===== config.mk =====
export PLATFORM = sky130hd
export DESIGN_NAME = shift_sequencer
export DESIGN_NICKNAME = d
export VERILOG_FILES = /design/src/rtl/shift_sequencer_pkg.sv /design/src/rtl/shift_sequencer.sv
export SDC_FILE = /design/constraint.sdc
export NUM_CORES = 1
export LEC_CHECK = 0
export CAP_MARGIN = 10
export CORE_AREA = 2 2 68 64
export CTS_BUF_LIST = sky130_fd_sc_hd__clkbuf_2
export DETAILED_ROUTE_END_ITERATION = 12
export DIE_AREA = 0 0 70 66
export GPL_TIMING_DRIVEN = 0
export PLACE_DENSITY = 0.8
export SYNTH_ARGS = -nofsm -noshare
export SYNTH_HDL_FRONTEND = slang
export SYNTH_SLANG_ARGS = --single-unit
export TNS_END_PERCENT = 20

===== constraint.sdc =====
create_clock -name clk -period 2.2 [get_ports clk]
set_input_delay 0.66 -clock clk [delete_from_list [all_inputs] [get_ports clk]]
set_output_delay 0.66 -clock clk [all_outputs]
set_load 0.02 [all_outputs]

===== src/rtl/shift_sequencer_pkg.sv =====
// Shared definitions for the register-file shift sequencer: widths, FSM encoding
// and the shift-amount saturation threshold.
package shift_sequencer_pkg;

  localparam int unsigned DATA_W    = 16;
  localparam int unsigned ADDR_W    = 4;
  localparam int unsigned SHAMT_W   = 5;
  localparam int unsigned SHAMT_SAT = 16;

  typedef enum logic [1:0] {
    IDLE = 2'd0,
    RD   = 2'd1,
    SH   = 2'd2,
    WB   = 2'd3
  } state_t;

endpackage


===== src/rtl/shift_sequencer.sv =====
// Sequences one read / left-shift / write-back command through a synchronous-read
// register file and a registered shifter as a fixed 4-cycle transaction.
module shift_sequencer #(
  parameter int unsigned DATA_W  = shift_sequencer_pkg::DATA_W,
  parameter int unsigned ADDR_W  = shift_sequencer_pkg::ADDR_W,
  parameter int unsigned SHAMT_W = shift_sequencer_pkg::SHAMT_W
) (
  input  logic               clk,
  input  logic               rst,
  input  logic               cmd_valid,
  output logic               cmd_ready,
  input  logic [ADDR_W-1:0]  cmd_src,
  input  logic [ADDR_W-1:0]  cmd_dst,
  input  logic [SHAMT_W-1:0] cmd_shamt,
  output logic [ADDR_W-1:0]  rf_raddr,
  input  logic [DATA_W-1:0]  rf_rdata,
  output logic               rf_we,
  output logic [ADDR_W-1:0]  rf_waddr,
  output logic [DATA_W-1:0]  rf_wdata,
  output logic [DATA_W-1:0]  sh_a,
  output logic [3:0]         sh_shift,
  input  logic [DATA_W-1:0]  sh_r,
  output logic               busy,
  output logic               done,
  output logic [7:0]         done_cnt
);
  import shift_sequencer_pkg::*;

  state_t               state, state_nxt;
  logic [ADDR_W-1:0]    src_q, dst_q;
  logic [SHAMT_W-1:0]   shamt_q;
  logic [7:0]           cnt_q;
  logic                 accept;
  logic                 sat;

  assign accept = (state == IDLE) && cmd_valid;
  assign sat    = (shamt_q >= SHAMT_W'(SHAMT_SAT));

  always_ff @(posedge clk) begin
    if (rst) begin
      state   <= IDLE;
      src_q   <= '0;
      dst_q   <= '0;
      shamt_q <= '0;
      cnt_q   <= '0;
    end else begin
      state <= state_nxt;
      if (accept) begin
        src_q   <= cmd_src;
        dst_q   <= cmd_dst;
        shamt_q <= cmd_shamt;
      end
      if (state == WB) cnt_q <= cnt_q + 8'd1;
    end
  end

  always_comb begin
    state_nxt = state;
    case (state)
      IDLE:    if (cmd_valid) state_nxt = RD;
      RD:      state_nxt = SH;
      SH:      state_nxt = WB;
      WB:      state_nxt = IDLE;
      default: state_nxt = IDLE;
    endcase
  end

  // Every strobe and datapath output is forced low while rst is held, so a WB
  // cycle coinciding with reset never writes.
  always_comb begin
    cmd_ready = 1'b0;
    busy      = 1'b0;
    done      = 1'b0;
    rf_we     = 1'b0;
    rf_raddr  = '0;
    rf_waddr  = '0;
    rf_wdata  = '0;
    sh_a      = '0;
    sh_shift  = '0;
    if (!rst) begin
      rf_raddr = src_q;
      case (state)
        IDLE: cmd_ready = 1'b1;
        RD:   busy = 1'b1;
        SH: begin
          busy = 1'b1;
          if (!sat) begin
            sh_a     = rf_rdata;
            sh_shift = shamt_q[3:0];
          end
        end
        WB: begin
          busy     = 1'b1;
          done     = 1'b1;
          rf_we    = 1'b1;
          rf_waddr = dst_q;
          rf_wdata = sh_r;
        end
        default: ;
      endcase
    end
  end

  assign done_cnt = cnt_q;

endmodule

==> results of run 1 <==
[power groups by stage]
stage,sequential [uW],combinational (uW),clock (uW)
after global routing,550,896,190
after floorplan,529,396,0
after CTS,541,799,176
after global placement,531,688,0
final,540,814,171
after detailed placement,534,699,0
[sequential cells by signal (all words and copies together) (netlist names)]
register / count
done_cnt: 8
shamt_q: 5
src_q: 4
dst_q: 4
state: 2
[through the flow]
step / TNS [ns] / total power [uW] / cell area (um2)
floorplan: 0 / 925.2 / 1245
global placement: -40.40 / 1218 / 2336
detailed placement: -40.07 / 1233 / 2336
CTS: -3.678 / 1516 / 2476
global route: -7.191 / 1636 / 2505
finish: -3.217 / 1525 / 2505
[synth_stat cells]
cell / count / area share (%)
buf_2: 3 / 1.2
xnor2_1: 1 / 0.70
nand4_1: 2 / 1.0
nor2_1: 9 / 2.7
nor3b_1: 1 / 0.60
nand3_1: 2 / 0.80
nor2b_1: 6 / 3.0
dfxtp_1: 23 / 37
and2_1: 41 / 21
xor2_1: 3 / 2.1
buf_4: 2 / 1.2
a21oi_1: 16 / 6.4
ha_1: 5 / 5.0
mux2i_1: 2 / 1.6
clkbuf_1: 4 / 1.2
inv_1: 2 / 0.60
nand4_2: 1 / 1.0
or3_1: 3 / 1.5
o21ai_0: 3 / 1.2
a211oi_1: 1 / 0.60
nand2b_1: 1 / 0.50
nand2_1: 29 / 8.7
buf_1: 2 / 0.60
[worst paths after layout]
check                 from           to  slack, ns
setup / recovery  state[0]  rf_wdata[8]      -0.11
hold / removal    dst_q[1]     dst_q[1]       0.47
setup reg to reg  state[0]     dst_q[3]       0.54
hold reg to reg   dst_q[1]     dst_q[1]       0.47
[layout make-up]
class	instances	area, um2
Tap cell	48	60.06
Multi-Input combinational cell	126	808.3
Clock buffer	3	15.01
Fill cell	348	1404
Timing Repair Buffer	108	1047
Buffer	11	96.34
Inverter	2	7.507
Clock inverter	1	5.005
Sequential cell	23	465.4
[routing by layer]
| metal | vias up | GRT usage, % | share of wire (%) |
|---|---|---|---|
| li1 | 737 | - | - |
| met1 | 642 | 18.13 | 39 |
| met2 | 70 | 29.76 | 51 |
| met3 | 2 | 3.506 | 9.6 |
| met4 | 0 | 4.327 | 0.73 |
| met5 | - | 0 | 0 |
[logic make-up (layout without fill, tap and decap cells)]
group,after synthesis,in the layout,share of synthesized area (%)
AO/OA/AOI/OAI,20,20,8.241
XOR/XNOR,4,4,2.815
adder cells (fa/ha/maj),5,5,5.025
buffers and inverters,13,125,4.824
flip-flops,23,23,36.98
multiplexers,2,2,1.608
AND/OR/NAND/NOR,95,95,40.50
[worst reg2reg max path, cell delays in order (launching register included)]
cell,delay (ns)
dfxtp_2,0.41
inv_2,0.06
buf_4,0.13
ha_2,0.20
nand2_1,0.14
clkbuf_1,0.38
nand2_1,0.12
a21oi_1,0.16
[what timing repair did]
action                     CTS  global route
hold buffers                 0             0
gates cloned                 2             0
buffers inserted             3             0
setup endpoints to repair   48            44
resized for setup          285            16
pin swaps                    9            10
==> flow_summary.yaml, run 1 <==
global_route:
  grt_pass1_wl_mm: 6.009
  grt_max_degree: 14
  grt_pass1_vias: 1321
  antenna_found_initial: 0
  grt_overflow_total: 0
  grt_use_total_pct: 15.84
power_and_ir_drop:
  p_comb_share_pct: 53.4
  switchingPower_uw: 562.6
  intPower_uw: 962.3
  clkPwrFrac_pct: 11.2
  swShare_pct: 36.89
  power_leakage_uw: 0.001109
  cellPowerDensity_nw_per_um2: 608.8
  ir_drop_mv: 0.3947
  p_seq_share_pct: 35.4
placement:
  numPortBuffers: 103
  dpl.cell_count: 313
  hpwlAfterDp_mm: 2.919
  place_worst_setup_slack_ns: -0.9440
  gp_congestion: 0.7542
synth:
  syn_nets: 215
  yosysWarnings: 0
  syn_area_per_cell_um2: 7.685
  syn-instance-count: 162
  synth.distinct_cells: 23
  ys_seq_area_share_pct: 36.98
  synth_area_um2: 1245
  yosys_register_bits: 23
run:
  cap_violations: 0
worst_hold_path:
  hold_class: "reg -> reg"
  holdPathStages: 2
drt:
  wl_mm: 3.682
  dr_total_vias: 1451
  dr.pass1.iters: 4
  drt_iter0_drc: 48
  drcViolationCount: 0
  ant_nets: 0
  wl_per_cell_um: 11.43
  drt-vias-per-instance: 4.506
clock_tree:
  root_buffer: "clkbuf_2"
  htree_levels: 1
  clock_latency_ns: 0.34
  cts.sinks: 23
  path_clk_slew_ns: 0.23
  cts.path.max_buffers: 2
  cts_tree: "yes"
  numCtsBuffers: 3
critical_path:
  worstSetupPathType: "reg -> out"
  cp.depth: 6
  crit_fanout: 10
  crit_family: "buffers and inverters"
  start_kind: "flip-flop"
  cp.buffers_inverters: 3
  worstPathRequired_ns: 1.54
  critical_path.max_stage_delay_ns: 0.39
  arrival_ns: 1.65
  worst_setup_path_end_kind: "output port"
  crit_chain: "ha_1 -> buf_6 -> nor2b_4 -> clkbuf_8 -> and2_1 -> buf_4"
  r2r_cells: 7
  slowest_stage: "dfxtp_2"
floorplan:
  core_area_um2: 3909
  rows: 22
  die_x_um: 70
  initial_core_util_pct: 31.85
  die_area_um2: 4620
  fp.dieH_um: 66
  io_pins: 104
outcome:
  status: "complete, but fails checks"
  violations: "negative setup slack"
finish:
  layout.cells.most_common: "clkdlybuf4s50_1"
  syn2layout_area_growth_pct: 101.2
  nets: 328
  final_cell_mix: "clkdlybuf4s50_1 (54), nand2_1 (29), buf_6 (27)"
  final_core_util_pct: 64.08
  drive_gt1_share_pct: 33.21
  antenna_cells: 0
  layout.cells.non_filler: 322
timing:
  skew_ns: 0.01579
  timing.slew.headroom_pct: 68.87
  final.min_clock_period_ns: 2.309
  timing.hold.ws_ns: 0.4687
  hold_viol: 0
  setup_ws_ns: -0.1091
  worst_pin_slew_ns: 0.4669
  fmax_mhz: 433.1
  slew_violations: 0
  finalCritPeriodShare_pct: 105.0
  rsz0062_at_grt: "true"
  setup_violations: 39
Note: power is estimated with default switching activity, not from simulation.
==> inputs of run 2 (changes only) <==
--- a/config.mk
+++ b/config.mk
@@ -12,6 +12,8 @@
 export DIE_AREA = 0 0 70 66
 export GPL_TIMING_DRIVEN = 0
 export PLACE_DENSITY = 0.8
+export SKIP_CTS_REPAIR_TIMING = 1
+export SLEW_MARGIN = 10
 export SYNTH_ARGS = -nofsm -noshare
 export SYNTH_HDL_FRONTEND = slang
 export SYNTH_SLANG_ARGS = --single-unit
==> flow_summary.yaml, run 2 (synthesis results as in run 1) <==
clock_tree:
  cts.sinks: 23
  cts_tree: "yes"
  cts.path.max_buffers: 2
  htree_levels: 1
  numCtsBuffers: 3
  root_buffer: "clkbuf_2"
  clock_latency_ns: 0.33
  path_clk_slew_ns: 0.24
timing:
  final.min_clock_period_ns: 2.306
  slew_violations: 0
  worst_pin_slew_ns: 0.4700
  rsz0062_at_grt: "true"
  setup_violations: 41
  fmax_mhz: 433.6
  timing.slew.headroom_pct: 68.66
  skew_ns: 0.02048
  hold_viol: 0
  setup_ws_ns: -0.1060
  finalCritPeriodShare_pct: 104.8
global_route:
  met2_usage_pct: 27.02
  use_met1_pct: 17.28
  grt_util_met3_pct: 3.506
  antenna_found_initial: 0
  grt_use_total_pct: 14.80
  grt_overflow_total: 0
  grt_pass1_wl_mm: 5.644
  grt_max_degree: 14
  grt.busiest_layer: "met2"
  grt_pass1_vias: 1267
power_and_ir_drop:
  ir_drop_mv: 0.3952
  swShare_pct: 37.02
  power_leakage_uw: 0.001184
  total_power_uw: 1525
  intPower_uw: 960.3
  clkPwrFrac_pct: 11.2
  p_seq_share_pct: 35.5
  p_comb_share_pct: 53.3
  switchingPower_uw: 564.5
  cellPowerDensity_nw_per_um2: 602.7
outcome:
  status: "complete, but fails checks"
  violations: "negative setup slack"
critical_path:
  worst_setup_path_end_kind: "output port"
  critical_path.max_stage_delay_ns: 0.39
  crit_chain: "inv_2 -> ha_4 -> nor3b_4 -> buf_6 -> and2_1 -> buf_6"
  worstSetupPathType: "reg -> out"
  crit_fanout: 5
  slowest_stage: "dfxtp_2"
  arrival_ns: 1.65
  start_kind: "flip-flop"
  worstPathRequired_ns: 1.54
  regToRegStartpoint: "state[0]"
  startpoint: "state[0]"
  crit_path_frequent_cell: "buf_6"
drt:
  drt-vias-per-instance: 4.529
  drt_iter0_drc: 40
  wl_mm: 3.809
  wl_per_cell_um: 11.79
  ant_nets: 0
  drcViolationCount: 0
  dr_total_vias: 1463
  dr.pass1.iters: 4
finish:
  antenna_cells: 0
  n_fill_cell: 341
  drive_gt1_share_pct: 31.27
  final_cell_mix: "clkdlybuf4s50_1 (54), buf_6 (34), nand2_1 (29)"
  nets: 329
  multi_input_area_um2: 798.3
  layout.cells.most_common: "clkdlybuf4s50_1"
  syn2layout_area_growth_pct: 103.2
  final_core_util_pct: 64.72
  design_area_um2: 2530
  largest_reg_flops: 8
  regArea_um2: 465.4
floorplan:
  initial_core_util_pct: 31.85
  io_pins: 104
  fp.dieH_um: 66
  die_area_um2: 4620
  rows: 22
  die_x_um: 70
  core_area_um2: 3909
placement:
  gp_congestion: 0.7542
  placed_area_um2: 2336
  hpwlAfterDp_mm: 2.919
  numPortBuffers: 103
  place_worst_setup_slack_ns: -0.9440
worst_hold_path:
  holdCritStartpoint: "dst_q[1]"
  hold_class: "reg -> reg"
run:
  cap_violations: 0
==> run 2: power by group through the flow <==
stage / Sequential [uW] / Clock (uW) / Combinational (uW)
5_1_grt: 550 / 192 / 895
2_1_floorplan: 529 / 0 / 396
4_1_cts: 525 / 176 / 703
3_3_place_gp: 531 / 0 / 688
3_5_place_dp: 534 / 0 / 699
6_report: 541 / 171 / 813
==> run 2: area by class of cell <==
type	count	area share, %
timing repair buffer	109	43.18
multi-input combinational	126	31.55
sequential	23	18.40
buffer	11	3.412
tap	48	2.374
clock buffer	3	0.5935
inverter	2	0.2967
clock inverter	1	0.1978
==> run 2: per-layer routing <==
| metal | vias up | wire length (um) |
|---|---|---|
| met1 | 646 | 1534 |
| li1 | 743 | - |
| met2 | 72 | 1916 |
| met4 | 0 | 27 |
| met5 | - | 0 |
| met3 | 2 | 331 |
==> run 2: path summary, 6_finish.rpt <==
kind / endpoint / slack (ns) / cells after the start
setup / recovery: sh_a[0] / -0.11 / 6
hold / removal: dst_q[1] / 0.47 / 2
setup reg to reg: dst_q[3] / 0.52 / 7
hold reg to reg: dst_q[1] / 0.47 / 2
==> run 2: stage by stage <==
stage                     hold WS, ns  instances  setup TNS [ns]
after CTS                      0.4687        317          -40.18
after detailed placement       0.4438        313          -40.07
after global placement         0.4369        313          -40.40
final                          0.4686        323          -3.536
after floorplan                0.4317        162               0
after global routing           0.4875        323          -7.912
==> run 2: critical path: cells and delay by family (launching register included) <==
family | cells | cell delay, ns
adders and majority gates | 1 | 0.12
and+or+nand+nor | 2 | 0.45
buffers and inverters | 3 | 0.35
DFF | 1 | 0.39
